[config.mk]
export PLATFORM = sky130hd
export DESIGN_NAME = cnn_layer_sched
export DESIGN_NICKNAME = d
export VERILOG_FILES = /design/src/rtl/cnn_layer_sched_pkg.sv /design/src/rtl/cnn_sched_cnt.sv /design/src/rtl/cnn_layer_sched.sv
export SDC_FILE = /design/constraint.sdc
export NUM_CORES = 1
export LEC_CHECK = 0
export BUFFER_PORTS_ARGS = -buffer_cell sky130_fd_sc_hd__buf_2
export CELL_PAD_IN_SITES_DETAIL_PLACEMENT = 1
export CELL_PAD_IN_SITES_GLOBAL_PLACEMENT = 1
export CORE_UTILIZATION = 44
export DETAILED_ROUTE_END_ITERATION = 8
export MAX_ROUTING_LAYER = met4
export PLACE_DENSITY_LB_ADDON = 0.1
export SLEW_MARGIN = 20
export SYNTH_ARGS = -nofsm -noshare
export SYNTH_HDL_FRONTEND = slang
export SYNTH_SLANG_ARGS = --single-unit
[constraint.sdc]
create_clock -name clk -period 6 [get_ports clk]
set_input_delay 1.2 -clock clk [delete_from_list [all_inputs] [get_ports clk]]
set_output_delay 1.2 -clock clk [all_outputs]
set_load 0.05 [all_outputs]
[src/rtl/cnn_layer_sched_pkg.sv]
// rtl/cnn_layer_sched_pkg.sv - shared CNN package: PE commands, scheduler states, decoder packets
package cnn_layer_sched_pkg;

    // Command driven to every PE_POOL slice on pe_state.
    typedef enum logic [1:0] {
        PE_IDLE  = 2'd0,
        PE_LOAD  = 2'd1,
        PE_MAC   = 2'd2,
        PE_FLUSH = 2'd3
    } pe_cmd_e;

    // Layer scheduler FSM.
    typedef enum logic [2:0] {
        ST_IDLE    = 3'd0,
        ST_LOAD    = 3'd1,
        ST_COMPUTE = 3'd2,
        ST_DRAIN   = 3'd3,
        ST_DONE    = 3'd4
    } sched_state_e;

    // Decoder packet header shared with the layer-descriptor decoder.
    typedef struct packed {
        logic [3:0]  opcode;
        logic [11:0] length;
    } dec_pkt_hdr_t;

    // Index width for a counter that must hold 0..n-1, never narrower than one bit.
    function automatic int idx_width(input int n);
        return (n > 1) ? $clog2(n) : 1;
    endfunction

endpackage

[src/rtl/cnn_sched_cnt.sv]
// rtl/cnn_sched_cnt.sv - wrap counter: counts enabled cycles, returns to 0 after reaching term
//
// Ports:
//   clk, reset  : rising-edge clock, synchronous active-high reset
//   clr         : synchronous clear (start of a new layer)
//   en          : advance the counter this cycle
//   term        : terminal value; the enabled cycle at cnt == term wraps to 0
//   cnt         : current count (registered)
//   wrap        : high in the enabled cycle that wraps (combinational)
module cnn_sched_cnt #(
    parameter int W = 4
) (
    input  logic         clk,
    input  logic         reset,
    input  logic         clr,
    input  logic         en,
    input  logic [W-1:0] term,
    output logic [W-1:0] cnt,
    output logic         wrap
);

    assign wrap = en && (cnt == term);

    always_ff @(posedge clk) begin
        if (reset || clr) begin
            cnt <= '0;
        end else if (en) begin
            cnt <= wrap ? '0 : cnt + 1'b1;
        end
    end

endmodule

[src/rtl/cnn_layer_sched.sv]
// rtl/cnn_layer_sched.sv - CNN layer scheduler: weight load, MAC sequencing, drain and done
//
// Ports:
//   clk, reset              : rising-edge clock, synchronous active-high reset
//   start                   : one-cycle layer request, honoured only in IDLE
//   cfg_nwt, cfg_npix       : weights per PE and output pixels, latched on accepted start
//   wt_valid/wt_data/wt_ready : weight stream into the per-PE weight buffers
//   act_valid/act_ready     : activation-vector handshake (data bypasses this block)
//   pe_state                : PE command (IDLE/LOAD/MAC/FLUSH)
//   wrb/wrb_addr/wrb_data   : one-hot weight-buffer write port
//   rdb_addr                : weight-buffer read address
//   busy, done, pix_cnt     : status; done pulses for one cycle per layer
module cnn_layer_sched
    import cnn_layer_sched_pkg::*;
#(
    parameter int DATA_WID  = 16,
    parameter int OCP_NUM   = 8,
    parameter int ADDR_B    = 6,
    parameter int CNT_B     = 16,
    parameter int DRAIN_CYC = 4
) (
    input  logic                clk,
    input  logic                reset,
    input  logic                start,
    input  logic [ADDR_B:0]     cfg_nwt,
    input  logic [CNT_B-1:0]    cfg_npix,
    input  logic                wt_valid,
    input  logic [DATA_WID-1:0] wt_data,
    output logic                wt_ready,
    input  logic                act_valid,
    output logic                act_ready,
    output logic [1:0]          pe_state,
    output logic [OCP_NUM-1:0]  wrb,
    output logic [ADDR_B-1:0]   wrb_addr,
    output logic [DATA_WID-1:0] wrb_data,
    output logic [ADDR_B-1:0]   rdb_addr,
    output logic                busy,
    output logic                done,
    output logic [CNT_B-1:0]    pix_cnt
);

    localparam int PE_B = idx_width(OCP_NUM);
    localparam int DR_B = idx_width(DRAIN_CYC + 1);
    localparam logic [PE_B-1:0] PE_TERM = PE_B'(OCP_NUM - 1);

    sched_state_e state_q, state_d;

    logic [ADDR_B:0]    nwt_q;
    logic [CNT_B-1:0]   npix_q;
    logic [ADDR_B-1:0]  nwt_m1;
    logic [CNT_B-1:0]   npix_m1;

    logic               accept, wt_beat, act_beat;
    logic [ADDR_B-1:0]  addr_cnt, rd_cnt;
    logic [PE_B-1:0]    pe_idx;
    logic               addr_wrap, pe_wrap, rd_wrap, pix_last;
    logic               pix_wrap_unused;
    logic [DR_B-1:0]    drain_cnt;
    logic               drain_end;

    // Registered outputs and their next values.
    logic                wt_ready_q, act_ready_q, busy_q, done_q;
    pe_cmd_e             pe_q, pe_d;
    logic [OCP_NUM-1:0]  wrb_q, wrb_d;
    logic [ADDR_B-1:0]   wrb_addr_q, wrb_addr_d, rdb_addr_q, rdb_addr_d;
    logic [DATA_WID-1:0] wrb_data_q, wrb_data_d;

    assign accept   = (state_q == ST_IDLE) && start;
    // Ready flags are only ever high in their own state, so they gate the beats alone.
    assign wt_beat  = wt_valid && wt_ready_q;
    assign act_beat = act_valid && act_ready_q;

    // cfg_nwt may equal the buffer depth; its minus-one always fits ADDR_B bits.
    assign nwt_m1  = ADDR_B'(nwt_q - 1'b1);
    assign npix_m1 = npix_q - 1'b1;

    cnn_sched_cnt #(.W(ADDR_B)) u_addr_cnt (
        .clk(clk), .reset(reset), .clr(accept), .en(wt_beat),
        .term(nwt_m1), .cnt(addr_cnt), .wrap(addr_wrap)
    );

    cnn_sched_cnt #(.W(PE_B)) u_pe_cnt (
        .clk(clk), .reset(reset), .clr(accept), .en(addr_wrap),
        .term(PE_TERM), .cnt(pe_idx), .wrap(pe_wrap)
    );

    cnn_sched_cnt #(.W(ADDR_B)) u_rd_cnt (
        .clk(clk), .reset(reset), .clr(accept), .en(act_beat),
        .term(nwt_m1), .cnt(rd_cnt), .wrap(rd_wrap)
    );

    // The pixel counter never wraps in practice: the FSM leaves COMPUTE as it
    // reaches cfg_npix, which is at most all-ones.
    cnn_sched_cnt #(.W(CNT_B)) u_pix_cnt (
        .clk(clk), .reset(reset), .clr(accept), .en(rd_wrap),
        .term({CNT_B{1'b1}}), .cnt(pix_cnt), .wrap(pix_wrap_unused)
    );

    assign pix_last  = rd_wrap && (pix_cnt == npix_m1);
    // One extra DRAIN cycle shows the final MAC; the following DRAIN_CYC show FLUSH.
    assign drain_end = (drain_cnt == DR_B'(DRAIN_CYC));

    always_ff @(posedge clk) begin
        if (reset) begin
            state_q <= ST_IDLE;
        end else begin
            state_q <= state_d;
        end
    end

    always_comb begin
        state_d    = state_q;
        pe_d       = PE_IDLE;
        wrb_d      = '0;
        wrb_addr_d = wrb_addr_q;
        wrb_data_d = wrb_data_q;
        rdb_addr_d = rdb_addr_q;
        unique case (state_q)
            ST_IDLE: begin
                if (start) begin
                    state_d = (cfg_nwt == '0 || cfg_npix == '0) ? ST_DONE : ST_LOAD;
                end
            end
            ST_LOAD: begin
                if (wt_beat) begin
                    pe_d       = PE_LOAD;
                    wrb_d      = OCP_NUM'(1) << pe_idx;
                    wrb_addr_d = addr_cnt;
                    wrb_data_d = wt_data;
                    if (pe_wrap) begin
                        state_d = ST_COMPUTE;
                    end
                end
            end
            ST_COMPUTE: begin
                if (act_beat) begin
                    pe_d       = PE_MAC;
                    rdb_addr_d = rd_cnt;
                    if (pix_last) begin
                        state_d = ST_DRAIN;
                    end
                end
            end
            ST_DRAIN: begin
                if (drain_end) begin
                    state_d = ST_DONE;
                end else begin
                    pe_d = PE_FLUSH;
                end
            end
            ST_DONE: begin
                state_d = ST_IDLE;
            end
            default: begin
                state_d = ST_IDLE;
            end
        endcase
    end

    always_ff @(posedge clk) begin
        if (reset) begin
            nwt_q       <= '0;
            npix_q      <= '0;
            drain_cnt   <= '0;
            wt_ready_q  <= 1'b0;
            act_ready_q <= 1'b0;
            busy_q      <= 1'b0;
            done_q      <= 1'b0;
            pe_q        <= PE_IDLE;
            wrb_q       <= '0;
            wrb_addr_q  <= '0;
            wrb_data_q  <= '0;
            rdb_addr_q  <= '0;
        end else begin
            if (accept) begin
                nwt_q  <= cfg_nwt;
                npix_q <= cfg_npix;
            end
            if (state_q == ST_DRAIN && !drain_end) begin
                drain_cnt <= drain_cnt + 1'b1;
            end else begin
                drain_cnt <= '0;
            end
            // Status flags follow the state being entered so they line up with it.
            wt_ready_q  <= (state_d == ST_LOAD);
            act_ready_q <= (state_d == ST_COMPUTE);
            busy_q      <= (state_d == ST_LOAD) || (state_d == ST_COMPUTE) ||
                           (state_d == ST_DRAIN);
            done_q      <= (state_d == ST_DONE);
            pe_q        <= pe_d;
            wrb_q       <= wrb_d;
            wrb_addr_q  <= wrb_addr_d;
            wrb_data_q  <= wrb_data_d;
            rdb_addr_q  <= rdb_addr_d;
        end
    end

    assign wt_ready  = wt_ready_q;
    assign act_ready = act_ready_q;
    assign busy      = busy_q;
    assign done      = done_q;
    assign pe_state  = pe_q;
    assign wrb       = wrb_q;
    assign wrb_addr  = wrb_addr_q;
    assign wrb_data  = wrb_data_q;
    assign rdb_addr  = rdb_addr_q;

endmodule

Word level (Yosys, flattened, before mapping)
Cells that the tools add are included.
Cells by class
  bitwise gates (word level): 3
  mux-type cells: 16
  add/subtract/negate cells: 7
  reductions and logical operators: 21
  shift operators: 1
  eq/ne operators: 13
Operators with widths (number)
  $mux 3: 8
  $add 16x1->16 const B: 1
  $eq 16x16->1: 1
  $eq 16x16->1 const B: 1
  $logic_not 16->1: 1
  $mux 16: 1
  $sub 16x1->16 const B: 1
  $add 6x1->6 const B: 2
  $eq 3x2->1 const B: 4
  $eq 6x6->1: 2
  $mux 6: 2
  $pmux 3 s4: 1
  $eq 3x3->1 const B: 3
  $logic_and 1x1->1: 9
  $shl 1x3->8 const A: 1
  $logic_not 7->1: 1
  $add 3x1->3 const B: 2
  $eq 3x1->1 const B: 2
  $pmux 2 s3: 1
  $sub 6x1->6 const B: 1
  $logic_or 1x1->1: 4
  $mux 2: 2
  $reduce_and 2->1: 2
  $logic_not 3->1: 1
  5 further kinds: 7
Word-level totals
  bits in registers: 101
  logic and storage cells: 78
  output and inout port bits: 58
  input port bits: 44

Longest topological paths before layout
  depth in word-level cells: 10
  depth in mapped cells: 11
  gate-level depth less buffers: 8

Modules after synthesis
Synthesis repeated with hierarchy kept, for this count alone.
Unflattened totals
  cells, all modules: 585
  area total of the unflattened synthesis: 5024.8 µm²
By module, submodules not included
  cnn_layer_sched: cells each 379, seq. area each 1401.3 µm², area each 3129.3 µm², instances 1
  cnn_sched_cnt (u_pix_cnt): cells each 113, seq. area each 320.3 µm², area each 1028.5 µm², instances 1
  cnn_sched_cnt (u_addr_cnt ...): cells each 38, seq. area each 120.1 µm², area each 345.3 µm², instances 2
  cnn_sched_cnt (u_pe_cnt): cells each 17, seq. area each 60.1 µm², area each 176.4 µm², instances 1

Least setup slack after synthesis
OpenSTA, ideal clock, no wires.
  kind: input-to-reg
  start: in act_valid
  end: reg u_pix_cnt.cnt[14]
  cell stages on the path: 7
  path slack: 3.158 ns
  setup time: 0.134 ns
  data arrival time: 2.708 ns
  buffers on the path: 1
  data required time: 5.866 ns
  path through: nand2_1 > nor3_1 > nand4_4 > or3_4 > buf_6 > o311ai_1 > o41ai_2
Between the ends
  word-level cells in the longest chain between the ends: 4
Ends and longest elaborated chain
  start, declared: RTL line cnn_layer_sched.sv:30  | input logic act_valid,
  $logic_and 1x1->1 (*): RTL line cnn_layer_sched.sv:71  | assign act_beat = act_valid && act_ready_q;
  $logic_and 1x1->1 (*): RTL line cnn_sched_cnt.sv:22  | assign wrap = en && (cnt == term);
  $logic_and 1x1->1: RTL line cnn_sched_cnt.sv:22
  $mux 16: RTL line cnn_sched_cnt.sv:28  | cnt <= wrap ? '0 : cnt + 1'b1;
  end signal, assigned: RTL line cnn_sched_cnt.sv:28
  end, declared: RTL line cnn_sched_cnt.sv:18  | output logic [W-1:0] cnt,
Every way passes the cells marked *; elsewhere a longest branch is shown, timed or not.
A chain may end at the register's enable or synchronous reset.

Final worst setup path
  start: in cfg_nwt[3]
  end: reg act_ready_q (netlist: act_ready)
Between the ends
  word-level cells in the longest chain between the ends: 6
Ends and longest elaborated chain
  start, declared: RTL line cnn_layer_sched.sv:25  | input logic [ADDR_B:0] cfg_nwt,
  $logic_not 7->1: RTL line cnn_layer_sched.sv:121  | state_d = (cfg_nwt == '0 || cfg_npix == '0) ? ST_DONE : ST_LOAD;
  $logic_or 1x1->1: RTL line cnn_layer_sched.sv:121
  $mux 3: RTL line cnn_layer_sched.sv:121
  $mux 3: RTL line cnn_layer_sched.sv:120  | if (start) begin
  $pmux 3 s4: RTL line cnn_layer_sched.sv:118  | unique case (state_q)
  $eq 3x2->1: RTL line cnn_layer_sched.sv:186  | act_ready_q <= (state_d == ST_COMPUTE);
  end signal, assigned: RTL line cnn_layer_sched.sv:186
  end, declared: RTL line cnn_layer_sched.sv:62  | logic wt_ready_q, act_ready_q, busy_q, done_q;
Every way passes these cells.

==> summary.txt <==
Status
  • Status: complete, no violations

Floorplan
  • Die height: 108 um
  • Core area: 10900 um2
  • Die width: 108 um
  • IO Pins: 102
  • FP Rows: 38
  • Die Footprint: 11700 um2
  • Initial core utilization: 0.454

Global routing
  • Initial antenna violation count: 0
  • M2 GR Usage: 0.395
  • Largest net degree at the start of global routing: 67
  • Met3 global-route usage: 0.0368
  • GRT overflow: 0
  • Grt peak-use layer: met2
  • Vias in the first global route: 4490
  • All-layer global routing usage: 0.252
  • Met1 GRT Util: 0.335
  • First-pass GRT wire length: 22200 um

Routing
  • DR iter-0 viols: 169
  • Wire per inst: 16.5 um
  • Via/cell ratio: 5.54
  • Remaining antenna violation count: 0
  • Vias: 4566
  • DR pass1 iterations: 5
  • Residual DRC count: 0
  • Detailed Route WL: 13600 um

Synthesis
  • Average size of a mapped cell: 8.26 um2
  • Most used DFF post-synth: dfxtp_1
  • Largest family of logic cells by synthesized area: simple AND/OR/NAND/NOR gates
  • Synth Area in Compound Gates: 0.151
  • Yosys warning count: 0
  • Sequential fraction of the synthesis area: 0.409
  • Ys async rst share: 0
  • Cells after Synth: 598
  • Synthesized cell area: 4940 um2
  • Synthesized net count: 654
  • Post-synth cell types: 64
  • Post-synthesis adder-cell area fraction: 0.0304
  • Register bit total from synthesis: 101
  • Synth Area in Simple Gates: 0.277
  • Post-synthesis xor/xnor area fraction: 0.0735
  • Number of flops mapped to enable cells by yosys: 0
  • Mux cell area share after synthesis: 0.0182

CTS
  • Cts hold-fix bufs: 0
  • Post-CTS Setup Bufs: 0
  • Number of gates resized after CTS: 0
  • Num CTS Buffers: 9
  • CTS Sinks: 101
  • Clock Latency Late Sink: 0.37 ns
  • CTS H-Tree Depth: 3
  • CTS tree: yes
  • Root Buffer Master: clkbuf_8
  • Reg clk slew, reported paths: 0.10 ns
  • Clock Path Buffers: 2

Pwr
  • P_leak: 2.31 nW
  • P per Cell Area: 229 nW/um2
  • Peak supply drop: 117 uV

Finish
  • Final Instance Count excl. Fillers: 824
  • P&R area growth vs syn: 14.7%
  • Layout cell share with drive strength beyond 1: 0.194
  • Commonest non-fill, non-tap cell in the layout: nand2_1
  • Most frequent cells in the layout: nand2_1 (122), dfxtp_1 (101), buf_2 (101)
  • Ant diodes: 0
  • Fin nets: 735

STA
  • Setup TNS Final: 0 ns
  • Unrepaired setup endpoints after global routing: false
  • Relative slew slack: 0.386
  • Hold Vio Cnt, Final: 0
  • Final worst clock skew: 0.0106 ns
  • Worst slew pin tran: 0.913 ns
  • Hold slack final: 0.462 ns
  • Max Freq: 348 MHz
  • Final setup fails: 0
  • Count of pins over their slew limit: 0
  • Tmin final: 2.87 ns
  • Final period util: 0.479

Worst hold path
  • Hold_sp: wrb_addr[4]$_SDFFE_PP0P_
  • Worst hold-check path type: reg2reg
  • Worst Hold Path EP: wrb_addr[4]$_SDFFE_PP0P_
  • Hold Path Cell Cnt: 2

Worst setup path
  • R2r startpoint: nwt_q[0]$_SDFFE_PP0P_
  • WP data required: 6.29 ns
  • R2R Setup Slk: 3.21 ns
  • WS Path Type: in2reg
  • Setup crit start kind: input pin
  • Crit Path Max Fanout: 4
  • Crit end category: flip-flop
  • Crit path DAT: 3.16 ns
  • Reg2reg end: u_pix_cnt.cnt[13]$_SDFFE_PP0N_
  • Worst R2R Path Depth: 8

Place
  • Number of port buffers: 101
  • Final GP Congestion: 0.864
  • Placed Instances: 808
  • Dpl hpwl: 10200 um

Job
  • Total of max-cap violations: 0
[worst max-delay path by stage]
stage | start | to | cells past startpoint
floorplan | act_valid | u_pix_cnt.cnt[14]$_SDFFE_PP0N_ | 7
global placement | cfg_nwt[3] | act_ready$_SDFF_PP0_ | 6
detailed placement | cfg_nwt[3] | act_ready$_SDFF_PP0_ | 6
CTS | act_valid | u_pix_cnt.cnt[13]$_SDFFE_PP0N_ | 7
global route | cfg_nwt[3] | act_ready$_SDFF_PP0_ | 6
finish | cfg_nwt[3] | act_ready$_SDFF_PP0_ | 6
[cell usage after synthesis (4+ instances only)]
library cell | n | area [um2]
o31ai_1 | 4 | 30.0
mux2i_1 | 9 | 90.1
nand2_1 | 122 | 458
a21oi_1 | 68 | 340
nand4_1 | 9 | 56.3
o21ai_0 | 7 | 35.0
nor4_1 | 12 | 75.1
nand2b_1 | 8 | 50.1
ha_1 | 12 | 150
inv_1 | 12 | 45.0
nor2_1 | 39 | 146
a211oi_1 | 4 | 30.0
a31oi_1 | 5 | 31.3
nand3b_1 | 6 | 45.0
nand3_1 | 13 | 65.1
and3_1 | 7 | 43.8
or4_1 | 5 | 37.5
clkbuf_1 | 28 | 105
and2_1 | 10 | 62.6
xor2_1 | 17 | 149
dfxtp_1 | 101 | 2020
nor3_1 | 14 | 70.1
xnor2_1 | 19 | 166
or3_1 | 13 | 81.3
[cells by family after synthesis]
family	count (synthesis)
compound gates	118
xor+xnor	38
fa+ha+maj	12
buf+inv	45
flops	101
mux	9
simple gates	275
[sequential cells by signal (all words and copies together) (netlist names)]
name	count
done	1
u_pix_cnt.cnt	16
npix_q	16
u_addr_cnt.cnt	6
pe_state	2
wt_ready	1
busy	1
u_pe_cnt.cnt	3
wrb	8
act_ready	1
u_rd_cnt.cnt	6
wrb_data	16
state_q	3
rdb_addr	6
drain_cnt	3
nwt_q	6
wrb_addr	6
[per-stage QoR]
stage	util	worst slack (ns)	power [mW]	area [um2]
finish	0.520	3.13	1.30	5670
global route	0.520	3.06	1.35	5670
CTS	0.520	3.20	1.31	5670
detailed placement	0.504	2.79	0.897	5480
global placement	0.504	2.85	0.890	5480
floorplan	-	3.16	0.846	4940
[metal layers]
layer	up-vias	share of wire	wire, um
met4	0	0.015	200
met3	14	0.039	527
met2	111	0.46	6270
li1	2248	-	-
met1	2193	0.49	6610
met5	-	0	0
[power by group]
group          internal, mW  switching [mW]  total [mW]
Clock                 0.165           0.247       0.413
Combinational        0.0670           0.109       0.176
Sequential            0.685          0.0225       0.707
[worst max-delay path, stage by stage]
cell and delay, ns:
buf_2 0.10, or4_1 0.51, o41ai_1 0.56, o221a_2 0.31, o21a_1 0.19, nor4bb_1 0.28
[cell type report]
type	count	area, um2
fill	1345	5220
multi-input combinational	452	2720
clock buffer	10	138
tap	140	175
timing repair buffer	103	520
clock inverter	6	45.0
sequential	101	2020
inverter	12	45.0
Note: power is estimated with default switching activity, not from simulation.
